<file path="src/rtl/conv3x3_stream_engine_if.sv">
// Pixel/result bus of the 3x3 convolution engine, plus its control and debug view.
// Inputs are sampled on every rising clk edge while ena=1; results are single-cycle out_valid pulses with no backpressure.
interface conv3x3_stream_engine_if #(
    parameter int DATA_W = 8
);
    logic              ena;
    logic              mode;
    logic              in_valid;
    logic [DATA_W-1:0] in_data;
    logic              out_valid;
    logic [DATA_W-1:0] out_data;
    logic              frame_done;
    logic              kernel_ok;
    logic              dbg_run;

    modport master (
        output ena, mode, in_valid, in_data,
        input  out_valid, out_data, frame_done, kernel_ok, dbg_run
    );

    modport slave (
        input  ena, mode, in_valid, in_data,
        output out_valid, out_data, frame_done, kernel_ok, dbg_run
    );
endinterface

</file>
<file path="src/rtl/conv3x3_stream_engine.sv">
// Streaming 3x3 convolution: two line buffers feed a sliding window, a loadable signed kernel,
// a product register stage and a sum/shift/clamp stage (result two edges after the accepting beat).
module conv3x3_stream_engine #(
    parameter int DATA_W = 8,
    parameter int COEF_W = 4,
    parameter int IMG_W  = 8,
    parameter int IMG_H  = 8,
    parameter int SHIFT  = 0
) (
    input  logic                        clk,
    input  logic                        rst_n,
    conv3x3_stream_engine_if.slave      bus
);
    localparam int CW     = $clog2(IMG_W);
    localparam int RW     = $clog2(IMG_H);
    localparam int PROD_W = DATA_W + COEF_W + 1;
    localparam int ACC_W  = DATA_W + COEF_W + 4;

    localparam logic [CW-1:0] COL_LAST = CW'(IMG_W - 1);
    localparam logic [RW-1:0] ROW_LAST = RW'(IMG_H - 1);
    localparam logic [CW-1:0] COL_TWO  = CW'(2);
    localparam logic [RW-1:0] ROW_TWO  = RW'(2);
    localparam logic signed [ACC_W-1:0] MAX_OUT = ACC_W'((1 << DATA_W) - 1);

    typedef enum logic {ST_LOAD, ST_RUN} state_t;

    state_t                     state_q, state_d;
    logic [CW-1:0]              col_q, col_d;
    logic [RW-1:0]              row_q, row_d;
    logic [3:0]                 idx_q, idx_d;
    logic                       kernel_ok_q, kernel_ok_d;
    logic signed [COEF_W-1:0]   coef_q [9];
    logic signed [COEF_W-1:0]   coef_d [9];
    logic [DATA_W-1:0]          lb1_q [IMG_W];
    logic [DATA_W-1:0]          lb1_d [IMG_W];
    logic [DATA_W-1:0]          lb2_q [IMG_W];
    logic [DATA_W-1:0]          lb2_d [IMG_W];
    logic [DATA_W-1:0]          win_q [9];
    logic [DATA_W-1:0]          win_d [9];
    logic                       win_v_q, win_v_d;
    logic signed [PROD_W-1:0]   prod_q [9];
    logic signed [PROD_W-1:0]   prod_d [9];
    logic                       prod_v_q, prod_v_d;
    logic                       out_v_q, out_v_d;
    logic [DATA_W-1:0]          out_data_q, out_data_d;
    logic                       frame_done_q, frame_done_d;
    logic signed [ACC_W-1:0]    acc;
    logic signed [ACC_W-1:0]    res;

    always_comb begin
        state_d      = state_q;
        col_d        = col_q;
        row_d        = row_q;
        idx_d        = idx_q;
        kernel_ok_d  = kernel_ok_q;
        coef_d       = coef_q;
        lb1_d        = lb1_q;
        lb2_d        = lb2_q;
        win_d        = win_q;
        win_v_d      = win_v_q;
        prod_d       = prod_q;
        prod_v_d     = prod_v_q;
        out_v_d      = out_v_q;
        out_data_d   = out_data_q;
        frame_done_d = frame_done_q;
        acc          = '0;
        for (int i = 0; i < 9; i++) begin
            acc = acc + {{(ACC_W - PROD_W){prod_q[i][PROD_W-1]}}, prod_q[i]};
        end
        res = acc >>> SHIFT;

        // With ena low nothing moves: the defaults above freeze every register.
        if (bus.ena) begin
            state_d      = bus.mode ? ST_RUN : ST_LOAD;
            frame_done_d = 1'b0;
            win_v_d      = 1'b0;
            prod_v_d     = win_v_q;
            out_v_d      = prod_v_q;
            for (int i = 0; i < 9; i++) begin
                prod_d[i] = {{(PROD_W - COEF_W){coef_q[i][COEF_W-1]}}, coef_q[i]}
                          * {{(PROD_W - DATA_W){1'b0}}, win_q[i]};
            end
            if (prod_v_q) begin
                if (res < 0)
                    out_data_d = '0;
                else if (res > MAX_OUT)
                    out_data_d = MAX_OUT[DATA_W-1:0];
                else
                    out_data_d = res[DATA_W-1:0];
            end

            if (state_d != state_q) begin
                col_d    = '0;
                row_d    = '0;
                idx_d    = '0;
                prod_v_d = 1'b0;
                out_v_d  = 1'b0;
            end else if (bus.in_valid && state_q == ST_LOAD) begin
                coef_d[idx_q] = bus.in_data[COEF_W-1:0];
                if (idx_q == 4'd8) begin
                    idx_d       = '0;
                    kernel_ok_d = 1'b1;
                end else begin
                    idx_d = idx_q + 4'd1;
                end
            end else if (bus.in_valid) begin
                // Window row 0 is the oldest line; column 2 is the newest pixel.
                win_d[0] = win_q[1];
                win_d[1] = win_q[2];
                win_d[2] = lb2_q[col_q];
                win_d[3] = win_q[4];
                win_d[4] = win_q[5];
                win_d[5] = lb1_q[col_q];
                win_d[6] = win_q[7];
                win_d[7] = win_q[8];
                win_d[8] = bus.in_data;
                lb2_d[col_q] = lb1_q[col_q];
                lb1_d[col_q] = bus.in_data;
                win_v_d = (row_q >= ROW_TWO) && (col_q >= COL_TWO);
                if (col_q == COL_LAST) begin
                    col_d = '0;
                    if (row_q == ROW_LAST) begin
                        row_d        = '0;
                        frame_done_d = 1'b1;
                    end else begin
                        row_d = row_q + 1'b1;
                    end
                end else begin
                    col_d = col_q + 1'b1;
                end
            end
        end
    end

    always_ff @(posedge clk) begin
        if (!rst_n) begin
            state_q      <= ST_LOAD;
            col_q        <= '0;
            row_q        <= '0;
            idx_q        <= '0;
            kernel_ok_q  <= 1'b0;
            win_v_q      <= 1'b0;
            prod_v_q     <= 1'b0;
            out_v_q      <= 1'b0;
            out_data_q   <= '0;
            frame_done_q <= 1'b0;
            for (int i = 0; i < 9; i++) begin
                coef_q[i] <= '0;
                win_q[i]  <= '0;
                prod_q[i] <= '0;
            end
            for (int i = 0; i < IMG_W; i++) begin
                lb1_q[i] <= '0;
                lb2_q[i] <= '0;
            end
        end else begin
            state_q      <= state_d;
            col_q        <= col_d;
            row_q        <= row_d;
            idx_q        <= idx_d;
            kernel_ok_q  <= kernel_ok_d;
            win_v_q      <= win_v_d;
            prod_v_q     <= prod_v_d;
            out_v_q      <= out_v_d;
            out_data_q   <= out_data_d;
            frame_done_q <= frame_done_d;
            coef_q       <= coef_d;
            win_q        <= win_d;
            prod_q       <= prod_d;
            lb1_q        <= lb1_d;
            lb2_q        <= lb2_d;
        end
    end

    assign bus.out_valid  = out_v_q & bus.ena;
    assign bus.frame_done = frame_done_q & bus.ena;
    assign bus.out_data   = out_data_q;
    assign bus.kernel_ok  = kernel_ok_q;
    assign bus.dbg_run    = (state_q == ST_RUN);
endmodule

</file>
<file path="src/flat_wrapper.sv">
// flat-port wrapper written by rule: the top's interface ports become plain ports
module conv3x3_stream_engine_flat 
#(
    parameter int DATA_W = 8,
    parameter int COEF_W = 4,
    parameter int IMG_W  = 8,
    parameter int IMG_H  = 8,
    parameter int SHIFT  = 0
)
  (clk, rst_n, bus_ena, bus_mode, bus_in_valid, bus_in_data, bus_out_valid, bus_out_data, bus_frame_done, bus_kernel_ok, bus_dbg_run);
  conv3x3_stream_engine_if #(.DATA_W(DATA_W)) bus_i ();
  input  logic clk;
  input  logic rst_n;
  input wire logic [$bits(bus_i.ena)-1:0] bus_ena;
  input wire logic [$bits(bus_i.mode)-1:0] bus_mode;
  input wire logic [$bits(bus_i.in_valid)-1:0] bus_in_valid;
  input wire logic [$bits(bus_i.in_data)-1:0] bus_in_data;
  output wire logic [$bits(bus_i.out_valid)-1:0] bus_out_valid;
  output wire logic [$bits(bus_i.out_data)-1:0] bus_out_data;
  output wire logic [$bits(bus_i.frame_done)-1:0] bus_frame_done;
  output wire logic [$bits(bus_i.kernel_ok)-1:0] bus_kernel_ok;
  output wire logic [$bits(bus_i.dbg_run)-1:0] bus_dbg_run;
  assign bus_i.ena = bus_ena;
  assign bus_i.mode = bus_mode;
  assign bus_i.in_valid = bus_in_valid;
  assign bus_i.in_data = bus_in_data;
  assign bus_out_valid = bus_i.out_valid;
  assign bus_out_data = bus_i.out_data;
  assign bus_frame_done = bus_i.frame_done;
  assign bus_kernel_ok = bus_i.kernel_ok;
  assign bus_dbg_run = bus_i.dbg_run;
  conv3x3_stream_engine #(.DATA_W(DATA_W), .COEF_W(COEF_W), .IMG_W(IMG_W), .IMG_H(IMG_H), .SHIFT(SHIFT)) u_core (.clk(clk), .rst_n(rst_n), .bus(bus_i));
endmodule
</file>
<file path="config.mk">
export PLATFORM = sky130hd
export DESIGN_NAME = conv3x3_stream_engine_flat
export DESIGN_NICKNAME = d
export VERILOG_FILES = /design/src/rtl/conv3x3_stream_engine_if.sv /design/src/rtl/conv3x3_stream_engine.sv /design/src/flat_wrapper.sv
export SDC_FILE = /design/constraint.sdc
export NUM_CORES = 1
export LEC_CHECK = 0
export CAP_MARGIN = 40
export CORE_MARGIN = 2
export CORE_UTILIZATION = 54
export CTS_CLUSTER_SIZE = 12
export DETAILED_ROUTE_END_ITERATION = 8
export PLACE_DENSITY = 0.78
export SYNTH_ARGS = -nofsm -noshare
export SYNTH_HDL_FRONTEND = slang
export SYNTH_SLANG_ARGS = --single-unit
</file>
<file path="constraint.sdc">
create_clock -name clk -period 8 [get_ports clk]
set_clock_uncertainty 0.05 [all_clocks]
set_input_delay 2 -clock clk [delete_from_list [all_inputs] [get_ports clk]]
set_output_delay 2 -clock clk [all_outputs]
set_load 0.02 [all_outputs]
</file>
## Word level (Yosys, flattened, before mapping)

Cells that the tools add are included.

| cells by class | value |
|---|---|
| bitwise logic cells | 7 |
| reduce and logical (&&, ||, !) cells | 14 |
| order comparisons | 8 |
| add/subtract/negate cells | 11 |
| multipliers | 9 |
| equality and inequality tests | 5 |
| mux-type cells | 38 |

Operator list:

| kind | number |
|---|---|
| $bwmux W64 | 2 |
| $mul A4 B9 Y13 | 9 |
| $add A16 B16 Y16 | 7 |
| $mux W8 | 7 |
| $bmux W8 S3 | 2 |
| $bwmux W36 | 1 |
| $mux W3 | 9 |
| $demux W8 S3 | 1 |
| $demux W4 S4 | 1 |
| $gt A16 B9 Y1 const B | 1 |
| $lt A16 B1 Y1 const B | 1 |
| $mux W4 | 4 |
| $add A13 B13 Y14 | 1 |
| $reduce_and A4 Y1 | 3 |
| $mux W1 | 11 |
| $add A3 B1 Y3 const B | 2 |
| $eq A3 B3 Y1 const B | 2 |
| $ge A3 B2 Y1 const B | 2 |
| $reduce_and A3 Y1 | 2 |
| $reduce_bool A2 Y1 | 3 |
| $ge A5 B5 Y1 const B | 1 |
| $lt A5 B1 Y1 const B | 1 |
| $not A4 Y5 | 1 |
| $add A4 B1 Y4 const B | 1 |
| other kinds (10) | 17 |

| storage, ports and cells | value |
|---|---|
| input bits | 13 |
| logic and storage cells | 145 |
| output and inout bits | 12 |
| register bits | 377 |

## Depth between registers and ports, before layout

Gate-level depths: netlist of run 1.

| logic depth | value |
|---|---|
| depth in word-level cells | 11 |
| gate-level depth with buffers | 25 |
| mapped depth without buffers | 24 |

## Least setup slack after synthesis of run 1

OpenSTA, ideal clock, no wires.

| timing | value |
|---|---|
| path kind | register -> register |
| start | register u_core.prod_q[94] (netlist bit) |
| end | register u_core.out_data_q[0], in the netlist u_core.bus.out_data[0] |
| cell stages (with the launch flop) | 24 |
| required time | 7809 ps |
| data arrival time | 5564 ps |
| path buffers | 1 |
| library setup time | 141 ps |
| path slack | 2246 ps |
| cells stage by stage | dfxtp_1 ha_1 and2_1 a311o_1 o311a_1 a2111oi_4 o21ai_2 o21ai_2 xnor2_1 fa_1 inv_1 fa_1 fa_1 fa_1 inv_1 ha_1 clkbuf_1 xor2_1 nor3_1 a31oi_1 o22ai_1 nand3_1 nor2_1 a32oi_1 |

| on the way | value |
|---|---|
| longest elaborated chain between the ends | 11 |
| elaborated cells on any way between the ends | 12 |
| those cells by class | add/sub: 8; order compare: 2; mux: 2 |

RTL lines:

| what | RTL line | source |
|---|---|---|
| start, declared | conv3x3_stream_engine.sv:41 | `logic signed [PROD_W-1:0] prod_q [9];` |
| start signal, assigned | conv3x3_stream_engine.sv:169 | `prod_q <= prod_d;` |
| $add A13 B13 Y14 (*) | conv3x3_stream_engine.sv:68 | `acc = acc + {{(ACC_W - PROD_W){prod_q[i][PROD_W-1]}}, prod_q[i]};` |
| $add A16 B16 Y16 (*) (7 in series) | conv3x3_stream_engine.sv:68 |  |
| $gt A16 B9 Y1 | conv3x3_stream_engine.sv:86 | `else if (res > MAX_OUT)` |
| $mux W8 | conv3x3_stream_engine.sv:86 |  |
| $mux W8 (*) | conv3x3_stream_engine.sv:84 | `if (res < 0)` |
| end signal, assigned | conv3x3_stream_engine.sv:165 | `out_data_q <= out_data_d;` |
| end, declared | conv3x3_stream_engine.sv:45 | `logic [DATA_W-1:0] out_data_q, out_data_d;` |

Every way passes the cells marked *; elsewhere a longest branch is shown, timed or not.
A chain may end at the register's enable or synchronous reset.

## Worst setup path after layout of run 1

| timing | value |
|---|---|
| start | register u_core.prod_q[92] (netlist bit) |
| end | register u_core.out_data_q[7], in the netlist u_core.bus.out_data[7] |

Same word-level chain as after synthesis.

==> results.cfg, run 1 <==
[synthesis]
synth-edff-count = 0
syn_area_um2 = 27800
ys_seq_area_share_pct = 27.2
async_reset_ff_share_pct = 0
synth.avg_cell_area_um2 = 8.79
synth.distinct_cells = 72
synth_fp_nets = 3636
synthFlopType = dfxtp_1
synth_warnings = 0
synth.area.top_cells = dfxtp_1 27%, fa_1 14%, ha_1 12%
synth_top_area_cell = dfxtp_1
synth.most_common_cell = nand2_1
netlist_instances = 3160
yosys.area.top_type_share_pct = 27.2
synthTopCellsByCount = 525 x nand2_1, 377 x dfxtp_1, 338 x inv_1
ys_ff_latch = 377

[floorplanning]
start_util_pct = 54.4
rows = 83
core_area_um2 = 51100
die_h_um = 231
dieWidth_um = 231
dieArea_um2 = 53300
io_pins = 25

[drt]
wl_per_cell_um = 17.9
dr.pass1.iters = 6
ant_nets = 0
drcViolationCount = 0
drt_iter0_drc = 1783
routed_wl_um = 68100
vias_per_cell = 5.64
via_count = 21400

[worst_setup_path]
cp_data_required_time_ns = 8.36
endpoint_kind = flip-flop
critPathLaunchType = flip-flop
crit_fanout = 9
ff2ff_setup_slack_ns = 1.63
path_class = reg2reg
worstPathArrival_ns = 6.73

[power]
p_leak_uw = 0.0138
pwr_density_cell_nw_per_um2 = 139
swShare_pct = 24.1
clock_power_share_pct = 48.7
ir_worst_vdd_mv = 0.180
net-switching-power_uw = 1000
power.internal_uw = 3160
seqPwrFrac_pct = 45.7
p_total_uw = 4160
pwr-share-comb_pct = 5.6

[finish]
syn2layout_area_growth_pct = 7.71
num_antenna_cells = 0
final_util_pct = 58.6
drive_above_1_share_pct = 4.42
instances_no_fill = 3799
fillCellCount = 4487
nNetsFinal = 3564

[clock_network]
clockBufferDepth = 3
cts_sinks = 377
path_clk_slew_ns = 0.06
insertion_delay_ns = 0.59
cts_resized = 0
cts_tree = done
h-tree-depth = 2
holdBufCountCts = 0
clock_tree.root_cell = clkbuf_16
post-cts-setup-buffers = 0
cts_made_buffers = 44

[hold_path]
hold_path.class = reg2reg

[outcome]
outcome = finished clean

[global_routing]
grt.total_usage_pct = 25.9
grt_overflow = 0
grt_max_degree = 243
antenna_found_initial = 0
grt_pass1_vias = 21000
grt_pass1_wl_um = 111000

[placement]
dp_hpwl_um = 49100
dp.cells = 3722
place.gp.congestion = 0.989
port_buffers = 24

[sta]
min_period_ns = 6.37
rsz0062_at_grt = no
fmax_ghz = 0.157
fin_tns_setup_ns = 0
post-route-period-util_pct = 79.6
worstMarginPinSlew_ns = 1.10
hold_viol_final = 0
slew_violations = 0
finalSetupViolations = 0
slew_headroom_pct = 26.5

[job]
cap_viol_max_count = 0
## area by class of cell
type / instances / area [um^2] / area share (%)
Clock inverter: 19 / 263 / 0.878
Sequential cell: 377 / 7550 / 25.2
Inverter: 338 / 1270 / 4.24
Timing Repair Buffer: 47 / 458 / 1.53
Tap cell: 680 / 851 / 2.84
Clock buffer: 58 / 1190 / 3.99
Multi-Input combinational cell: 2280 / 18300 / 61.3
## per-layer routing
metal / part of all wire, % / track usage (%) / routed length (um) / vias to the layer above
met1: 44 / 34.6 / 29900 / 10400
met5: 0 / 0 / 0 / -
met2: 46 / 41.6 / 31100 / 595
li1: - / - / - / 10300
met3: 6.5 / 4.66 / 4430 / 143
met4: 4.0 / 10.1 / 2730 / 0
## per-stage QoR
step	instance area [um^2]	hold WS (ns)	setup slack [ns]
5_1_grt	29900	0.439	1.25
3_5_place_dp	28500	0.407	1.75
2_1_floorplan	27800	0.385	2.25
6_report	29900	0.415	1.63
3_3_place_gp	28400	0.392	1.87
4_1_cts	29900	0.416	1.69
## cell families after synthesis
group / Yosys count / share of synthesized area (%)
buf+inv: 503 / 7.00
mux: 97 / 3.99
xor+xnor: 65 / 2.08
fa+ha+maj: 463 / 26.3
simple gates: 1112 / 19.1
compound gates: 543 / 14.3
flops: 377 / 27.2
## placed cells by master (no fill, tap or decap), types with 15 or more instances in the layout
master	netlist	layout
dfxtp_1	377	374
nand2b_1	62	62
xnor2_1	43	43
nor3_1	52	51
inv_1	338	337
and2_1	118	118
o211a_1	89	89
clkdlybuf4s50_1	0	21
a21oi_1	71	71
nand3_1	82	82
nor2_1	99	98
a21boi_0	152	152
nand2_1	525	525
mux2i_1	77	77
a31oi_1	15	15
o21ai_0	85	85
buf_4	7	20
o211ai_1	17	17
clkbuf_16	0	44
a21o_1	15	15
nor2b_1	112	112
o21a_1	15	15
xor2_1	21	21
fa_1	201	201
ha_1	262	262
## worst paths after layout
check,from,depth (start not counted),end
worst min register to register,u_core.lb1_q[62],2,u_core.lb1_q[62]
worst max register to register,u_core.prod_q[92],22,u_core.bus.out_data[7]
worst min-delay path,u_core.lb1_q[62],2,u_core.lb1_q[62]
worst max-delay path,u_core.prod_q[92],22,u_core.bus.out_data[7]
## registers in the layout (all words and copies together) (netlist names)
signal and cells:
u_core.prod_q 117, u_core.win_q 72, u_core.lb1_q 64, u_core.lb2_q 64, u_core.coef_q 36, u_core.bus.out_data 8
u_core.idx_q 4, u_core.col_q 3, u_core.row_q 3, u_core.bus.dbg_run 1, u_core.bus.kernel_ok 1, u_core.frame_done_q 1
u_core.out_v_q 1, u_core.prod_v_q 1, u_core.win_v_q 1
## power by group through the flow
stage                     registers [uW]  clock network (uW)  logic (uW)
after floorplan                     1930                   0         168
after global placement              1940                   0         225
after detailed placement            1940                   0         228
after CTS                           1900                2050         229
after global routing                1900                2130         254
final                               1900                2030         232
## worst max-delay path: stages (launching register included)
cell and delay [ns]:
dfxtp_1 0.33, ha_1 0.30, a21o_1 0.17, a311o_1 0.38
o311a_1 0.34, a2111oi_4 0.41, o21ai_2 0.09, o21ai_2 0.08
xnor2_1 0.10, fa_1 0.48, inv_1 0.05, fa_1 0.50
fa_1 0.51, fa_1 0.55, inv_1 0.04, ha_1 0.42
xor2_1 0.20, nor3_1 0.15, a31oi_1 0.07, o22ai_1 0.17
nand3_1 0.10, nor2_1 0.46, a32oi_1 0.21
No activity file was read; power rests on OpenSTA's default activity.
==> inputs of run 2 (changes only) <==
--- a/config.mk
+++ b/config.mk
@@ -10,7 +10,7 @@
 export CORE_UTILIZATION = 54
 export CTS_CLUSTER_SIZE = 12
 export DETAILED_ROUTE_END_ITERATION = 8
-export PLACE_DENSITY = 0.78
+export PLACE_DENSITY = 0.81
 export SYNTH_ARGS = -nofsm -noshare
 export SYNTH_HDL_FRONTEND = slang
 export SYNTH_SLANG_ARGS = --single-unit
==> constraint.sdc (replaced) <==
create_clock -name clk -period 5.79 [get_ports clk]
set_clock_uncertainty 0.05 [all_clocks]
set_input_delay 1.4475 -clock clk [delete_from_list [all_inputs] [get_ports clk]]
set_output_delay 1.4475 -clock clk [all_outputs]
set_load 0.02 [all_outputs]
==> results.cfg, run 2 (synthesized netlist as in run 1, its figures left out) <==
[sta]
worstMarginPinSlew_ns = 0.871
rsz0062_at_grt = yes
fmax_ghz = 0.172
slew_headroom_pct = 41.9
finalSetupViolations = 7
slew_violations = 0
min_period_ns = 5.83
setup_ws_ns = -0.0393
fin_tns_setup_ns = -0.0989
post-route-period-util_pct = 101
hold_viol_final = 0
holdWs_ns = 0.411

[hold_path]
hold_path.class = reg2reg
worstHoldStart = u_core.lb1_q[8]
whs_path_depth = 2
worstHoldEndpoint = u_core.lb1_q[8]

[floorplanning]
die_h_um = 231
dieArea_um2 = 53300
io_pins = 25
rows = 83
dieWidth_um = 231
start_util_pct = 54.4
core_area_um2 = 51100

[drt]
drcViolationCount = 0
via_count = 21600
routed_wl_um = 68200
vias_per_cell = 5.62
ant_nets = 0
drt_iter0_drc = 1688
wl_per_cell_um = 17.8
dr.pass1.iters = 5

[power]
power.internal_uw = 4330
seqPwrFrac_pct = 46.0
ir_worst_vdd_mv = 0.260
net-switching-power_uw = 1380
p_leak_uw = 0.0140
clock_power_share_pct = 48.3
swShare_pct = 24.1
pwr_density_cell_nw_per_um2 = 187
pwr-share-comb_pct = 5.8

[clock_network]
clockBufferDepth = 3
cts_made_buffers = 43
path_clk_slew_ns = 0.06
h-tree-depth = 2
insertion_delay_ns = 0.60
cts_sinks = 377
cts_tree = done
clock_tree.root_cell = clkbuf_16

[global_routing]
grt_overflow = 0
grt_pass1_vias = 21400
grt_max_degree = 147
grt.total_usage_pct = 26.1
antenna_found_initial = 1
grt_pass1_wl_um = 112000

[finish]
largest_register = u_core.prod_q
num_antenna_cells = 0
syn2layout_area_growth_pct = 9.60
drive_above_1_share_pct = 7.00
final_common_cell = nand2_1
final_cell_mix = 525 x nand2_1, 370 x dfxtp_1, 330 x inv_1, 254 x ha_1, 199 x fa_1
nNetsFinal = 3603
largest_reg_flops = 117
reg_top3 = u_core.prod_q x117, u_core.win_q x72
fillCellCount = 4264

[placement]
dp_hpwl_um = 49400
port_buffers = 24
place.gp.congestion = 0.961

[outcome]
outcome = complete, but fails checks
violations = setup timing

[worst_setup_path]
rr_endpoint = u_core.bus.out_data[2]
r2r_start = u_core.prod_q[107]
cp_data_required_time_ns = 6.23
critPathLaunchType = flip-flop
endpoint_kind = flip-flop
reg2reg_depth = 23
worstPathArrival_ns = 6.27
path_class = reg2reg
crit_fanout = 8
ff2ff_setup_slack_ns = -0.04
startpoint = u_core.prod_q[107]

[job]
cap_viol_max_count = 0
## run 2: cell count changes in the layout (fill, tap and decap cells not counted), moves of 5 or more
cell      before  now
inv_2          1    8
clkbuf_1      10    5
buf_4         20   57
ha_1         262  254
ha_4           0    8
inv_1        337  330
## run 2: routing by layer
metal  vias to the layer above  share of wire [%]  track usage (%)
met3                       133                6.6             5.56
met4                         2                3.3             9.11
met1                     10400                 44             34.1
met5                         -              0.019                0
met2                       602                 47             42.6
li1                      10400                  -                -
## run 2: critical path: stages (launching register included)
cell and delay, ns:
dfxtp_2 0.33, ha_4 0.24, buf_6 0.12, a311o_1 0.37, o311a_1 0.38, a2111oi_4 0.25, o21ai_2 0.11, o21ai_2 0.10
o221ai_2 0.13, fa_1 0.51, inv_2 0.05, buf_4 0.13, fa_1 0.57, inv_1 0.07, fa_1 0.48, fa_1 0.54
inv_2 0.05, ha_4 0.26, a21oi_2 0.07, a211oi_4 0.22, xnor2_1 0.15, nand4_1 0.15, buf_6 0.22, a32oi_2 0.17
## run 2: area by class of cell
class                           count  area (um^2)  area share [%]
Inverter                          338         1270            4.17
Sequential cell                   377         7560            24.8
Tap cell                          680          851            2.79
Clock inverter                     18          211           0.694
Timing Repair Buffer               87          771            2.53
Multi-Input combinational cell   2280        18600            61.0
Clock buffer                       56         1200            3.96
## run 2: metrics by stage
stage	cells	total power (uW)	area [um^2]	setup WS (ns)	util, %
2_1_floorplan	3160	2900	27800	0.0358	-
3_3_place_gp	3751	2990	28700	-0.153	56.1
5_1_grt	3836	5890	30500	-0.220	59.6
6_report	3836	5710	30500	-0.0393	59.6
3_5_place_dp	3758	3000	28700	-0.268	56.2
4_1_cts	3834	5740	30300	0.000171	59.3
## run 2: what timing repair did
action | in CTS | in global routing
setup endpoints to repair | 8 | 8
setup buffers | 2 | 1
hold endpoints to repair | 0 | 0
hold buffers | 0 | 0
pin swaps | 25 | 13
gates resized for setup | 24 | 33
## run 2: worst max-delay path by stage
stage,slack [ns],cells after the start,end
CTS,0.0002,23,u_core.bus.out_data[4]
detailed placement,-0.27,23,u_core.bus.out_data[4]
global route,-0.22,23,u_core.bus.out_data[6]
global placement,-0.15,22,u_core.bus.out_data[2]
finish,-0.04,23,u_core.bus.out_data[2]
floorplan,0.04,23,u_core.bus.out_data[0]
## run 2: power groups by stage
stage	Combinational [uW]	Sequential [uW]	Clock (uW)
after floorplan	233	2670	0
after global placement	312	2680	0
after detailed placement	316	2680	0
after CTS	320	2620	2800
after global routing	357	2620	2910
final	330	2620	2750
